$ cat config.mk
export PLATFORM = sky130hd
export DESIGN_NAME = paralelo_serie_param
export DESIGN_NICKNAME = d
export VERILOG_FILES = /design/src/rtl/paralelo_serie_param.sv
export SDC_FILE = /design/constraint.sdc
export NUM_CORES = 1
export LEC_CHECK = 0
export CAP_MARGIN = 10
export CELL_PAD_IN_SITES_DETAIL_PLACEMENT = 0
export CELL_PAD_IN_SITES_GLOBAL_PLACEMENT = 1
export CORE_AREA = 2 2 42 44
export DETAILED_ROUTE_END_ITERATION = 8
export DIE_AREA = 0 0 44 46
export GPL_TIMING_DRIVEN = 0
export HOLD_SLACK_MARGIN = 0.02
export PLACE_DENSITY_LB_ADDON = 0.05
export SYNTH_ARGS = -nofsm -noshare
export SYNTH_HDL_FRONTEND = slang
export SYNTH_SLANG_ARGS = --single-unit
$ cat constraint.sdc
create_clock -name clk_8f -period 1.91 [get_ports clk_8f]
set_clock_uncertainty 0.05 [all_clocks]
set_input_delay 0.573 -clock clk_8f [delete_from_list [all_inputs] [get_ports clk_8f]]
set_output_delay 0.573 -clock clk_8f [all_outputs]
set_load 0.1 [all_outputs]
$ cat src/rtl/paralelo_serie_param.sv
// paralelo_serie_param: parameterised parallel-to-serial converter on one
// bit-rate clock. A free-running bit counter frames the stream. A word is
// taken through ready/valid on the load edge (cnt == FRAME-1). Without a
// valid word, IDLE_WORD (COM) is sent instead.
// Optional feature macro: PS_PARITY_EN adds a trailing even-parity slot,
// giving FRAME = WIDTH+1.
module paralelo_serie_param #(
  parameter int               WIDTH     = 8,
  parameter logic [WIDTH-1:0] IDLE_WORD = WIDTH'(8'hBC),
  parameter bit               MSB_FIRST = 1'b1
) (
  input  logic             clk_8f,
  input  logic             reset,
  input  logic             valid_in,
  input  logic [WIDTH-1:0] data_inP,
  output logic             ready_out,
  output logic             data_outS,
  output logic             word_start,
  output logic             idle_out
);

`ifdef PS_PARITY_EN
  localparam int FRAME = WIDTH + 1;
`else
  localparam int FRAME = WIDTH;
`endif
  localparam int               CNT_W    = $clog2(FRAME);
  localparam logic [CNT_W-1:0] LAST     = CNT_W'(FRAME - 1);
  localparam logic [CNT_W-1:0] PAR_SLOT = CNT_W'(WIDTH - 1);

  // Even parity of a word (XOR of all bits).
  function automatic logic even_parity(input logic [WIDTH-1:0] w);
    return ^w;
  endfunction

  logic [CNT_W-1:0] cnt_q, cnt_d;
  logic [WIDTH-1:0] shreg_q, shreg_d;
  logic             dout_q, dout_d;
  logic             idle_q, idle_d;
  logic             ws_q, ws_d;
  logic             parity_q, parity_d;
  logic             load_s;
  logic [WIDTH-1:0] word_s;

  assign load_s = (cnt_q == LAST);

  // Word chosen on the load edge: offered data when valid, else COM.
  assign word_s = valid_in ? data_inP : IDLE_WORD;

  // Next-state logic: load a new frame on the load edge, otherwise shift.
  always_comb begin
    cnt_d    = cnt_q;
    shreg_d  = shreg_q;
    dout_d   = dout_q;
    idle_d   = idle_q;
    ws_d     = 1'b0;
    parity_d = parity_q;
    if (load_s) begin
      cnt_d    = {CNT_W{1'b0}};
      ws_d     = 1'b1;
      idle_d   = ~valid_in;
      parity_d = even_parity(word_s);
      if (MSB_FIRST) begin
        dout_d  = word_s[WIDTH-1];
        shreg_d = word_s << 1;
      end else begin
        dout_d  = word_s[0];
        shreg_d = word_s >> 1;
      end
    end else begin
      cnt_d = cnt_q + CNT_W'(1);
`ifdef PS_PARITY_EN
      if (cnt_q == PAR_SLOT) begin
        // All data bits have been sent; the extra slot carries parity.
        dout_d = parity_q;
      end else if (MSB_FIRST) begin
        dout_d  = shreg_q[WIDTH-1];
        shreg_d = shreg_q << 1;
      end else begin
        dout_d  = shreg_q[0];
        shreg_d = shreg_q >> 1;
      end
`else
      if (MSB_FIRST) begin
        dout_d  = shreg_q[WIDTH-1];
        shreg_d = shreg_q << 1;
      end else begin
        dout_d  = shreg_q[0];
        shreg_d = shreg_q >> 1;
      end
`endif
    end
  end

  // State registers. Reset parks the counter on the load slot, so the
  // first edge after release starts a full frame.
  always_ff @(posedge clk_8f or negedge reset) begin
    if (!reset) begin
      cnt_q    <= LAST;
      shreg_q  <= {WIDTH{1'b0}};
      dout_q   <= 1'b0;
      idle_q   <= 1'b1;
      ws_q     <= 1'b0;
      parity_q <= 1'b0;
    end else begin
      cnt_q    <= cnt_d;
      shreg_q  <= shreg_d;
      dout_q   <= dout_d;
      idle_q   <= idle_d;
      ws_q     <= ws_d;
      parity_q <= parity_d;
    end
  end

`ifndef PS_PARITY_EN
  // The parity slot is not used in this build.
  logic unused_s;
  assign unused_s = ^{PAR_SLOT, parity_q};
`endif

  assign ready_out  = reset & load_s;
  assign data_outS  = dout_q;
  assign word_start = ws_q;
  assign idle_out   = idle_q;

endmodule

==> results_dict.tcl <==
set metrics [dict create \
    drive_gt1_frac 0.315 \
    cts-root-buf "clkbuf_4" \
    dieArea_um2 2020 \
    timing.fmax_mhz 492 \
    rows 15 \
    crit_arrival_ns 1.41 \
    met3_usage 0.0675 \
    core-area_um2 1610 \
    worstSetupStartpointType "flip-flop" \
    die_w_um 44 \
    path_common_cell "ha_4" \
    wl_per_cell_um 13.4 \
    fin_tns_setup_ns -0.122 \
    syn2layout_area_growth_pct 44.9 \
    antenna_found_initial 0 \
    rsz0062_at_grt "yes" \
    drv_cap 0 \
    seq_area_frac_synth 0.673 \
    ys_warn_count 0 \
    crit_fanout 2 \
    use_met1 0.127 \
    r2r_start "cnt_q[0]" \
    synth_cell_types 15 \
    r2r-end "shreg_q[4]" \
    grt_pass1_wl_mm 1.56 \
    place_area_um2 679 \
    grt_max_degree 15 \
    finalCriticalPeriod_ns 2.03 \
    dr.pass1.iters 3 \
    max-vdd-ir-drop_uv 342 \
    violations "setup timing" \
    timing.critical_path.slowest_cell_delay_ns 0.55 \
    drt_iter0_markers 2 \
    route.vias.total 326 \
    grt_use_met2 0.185 \
    syn_nets 50 \
    grt_pass1_vias 358 \
    antenna_cells 0 \
    critPathKind "flip-flop to output port" \
    grt_util_all_layers 0.115 \
    synth_seq_cells 13 \
    port_buffers 14 \
    final-hold-violation-count 0 \
    slew_headroom 0.636 \
    required_ns 1.29 \
    ant_nets 0 \
    worst_slack_ns -0.122 \
    place.gp.congestion 0.796 \
    vias_per_cell 4.59 \
    start_util 0.304 \
    dp_hpwl_um 678 \
    fillers 156 \
    total_power_uw 506 \
    holdWs_ns 0.231 \
    cts_tree "done" \
    top_usage_layer "met2" \
    cts_max_level 1 \
    slew_violations 0 \
    grt_overflow 0 \
    ios 15 \
    layout_common_cells "dfrtp_1, clkdlybuf4s50_1, inv_1, dfstp_2" \
    syn_area_per_cell_um2 13.6 \
    numCtsBuffers 3 \
    drc_errors 0 \
    final_area_um2 711 \
    tightest_slew_ns 0.549 \
    hold_class "primary input to async pin" \
    final-setup-viol-count 1 \
    cp-end-kind "output port" \
    clk_pin_slew_worst_paths_ns 0.07 \
    die_y_um 46 \
    routed_wirelength_um 951 \
    cts.sinks 13 \
    finalCritPeriodShare 1.06 \
    p_leak_nw 0.308 \
    clock_latency_ns 0.27 \
    fin_nets 69 \
    rr_worst_depth 5 \
    r2r_setup_slack_ns 0.41 \
    status "finished, violations left" \
    netlist_area_um2 490 \
    ctsLongestPathBuffers 2 \
    synth_cells 36 \
    powerDensity_nw_per_um2 712 \
    crit_slowest_cell "dfstp_2" \
    path_cells "ha_4, ha_4, and2_4, buf_12" \
]
flip-flops by register name, indices dropped and copies added, names as in the netlist:
signal      flops
shreg_q         7
cnt_q           3
data_outS       1
idle_out        1
word_start      1
how the worst max path moves through the flow:
stage                        start        end  slack (ns)  cells after the start
after floorplan           cnt_q[0]  ready_out        0.02                      4
after global placement       reset  ready_out       -1.52                      3
after detailed placement     reset  ready_out       -1.54                      3
after CTS                 cnt_q[0]  ready_out       -0.14                      4
after global routing      cnt_q[0]  ready_out       -0.18                      4
final                     cnt_q[0]  ready_out       -0.12                      4
Yosys cell counts:
cell | count | area, µm²
and2_1 | 1 | 6.26
ha_1 | 3 | 37.5
inv_1 | 4 | 15.0
and3_1 | 1 | 6.26
buf_6 | 1 | 11.3
o21ai_0 | 2 | 10.0
a31oi_1 | 1 | 6.26
mux2i_1 | 1 | 10.0
o22a_2 | 1 | 10.0
nand3_1 | 2 | 10.0
nand2_1 | 1 | 3.75
dfrtp_1 | 9 | 225
nor2_1 | 2 | 7.51
dfstp_2 | 4 | 105
o22a_1 | 3 | 26.3
kinds of logic (layout without fill, tap and decap cells):
family	Yosys count	in the layout	share of synthesized area
simple gates	7	7	0.0689
buf+inv	5	23	0.0536
compound gates	7	7	0.107
mux	1	1	0.0204
flops	13	13	0.673
fa+ha+maj	3	3	0.0765
repair_timing:
| action | in CTS | in global routing |
|---|---|---|
| endpoints found under the setup margin | 4 | 1 |
| gates resized for setup | 23 | 0 |
| endpoints found under the hold margin | 0 | 0 |
| cloned | 0 | 0 |
| pin swaps | 2 | 0 |
| hold buffers | 0 | 0 |
| setup buffers | 1 | 0 |
metal layers:
layer	wire length, µm	part of all wire
met4	10	0.011
met3	96	0.10
met5	0	0
met1	346	0.36
met2	497	0.52
metrics by stage:
| step | std cells | utilization | setup WS (ns) |
|---|---|---|---|
| final | 71 | 0.440 | -0.122 |
| after global routing | 71 | 0.440 | -0.176 |
| after global placement | 67 | 0.421 | -1.52 |
| after floorplan | 36 | - | 0.0167 |
| after CTS | 71 | 0.440 | -0.144 |
| after detailed placement | 67 | 0.421 | -1.54 |
where the power goes:
part           internal, mW  total [mW]  switching, mW
Combinational        0.0249      0.0542         0.0293
Sequential            0.285       0.287        0.00267
Clock                0.0809       0.164         0.0835
Total                 0.390       0.506          0.115
critical path, delay by kind of cell, from the launching register on:
| kind | cells | cell delay [ns] |
|---|---|---|
| adders and majority gates | 2 | 0.27 |
| and+or+nand+nor | 1 | 0.15 |
| DFF | 1 | 0.55 |
| buffers and inverters | 1 | 0.16 |
area by class of cell:
cell class | instances | area [µm²] | share of cell area
clock buffer | 4 | 26.3 | 0.0370
inverter | 4 | 15.0 | 0.0211
multi-input combinational | 18 | 161 | 0.227
sequential | 13 | 330 | 0.465
tap | 17 | 21.3 | 0.0299
timing repair buffer | 15 | 156 | 0.220
(Power assumes the default switching activity.)
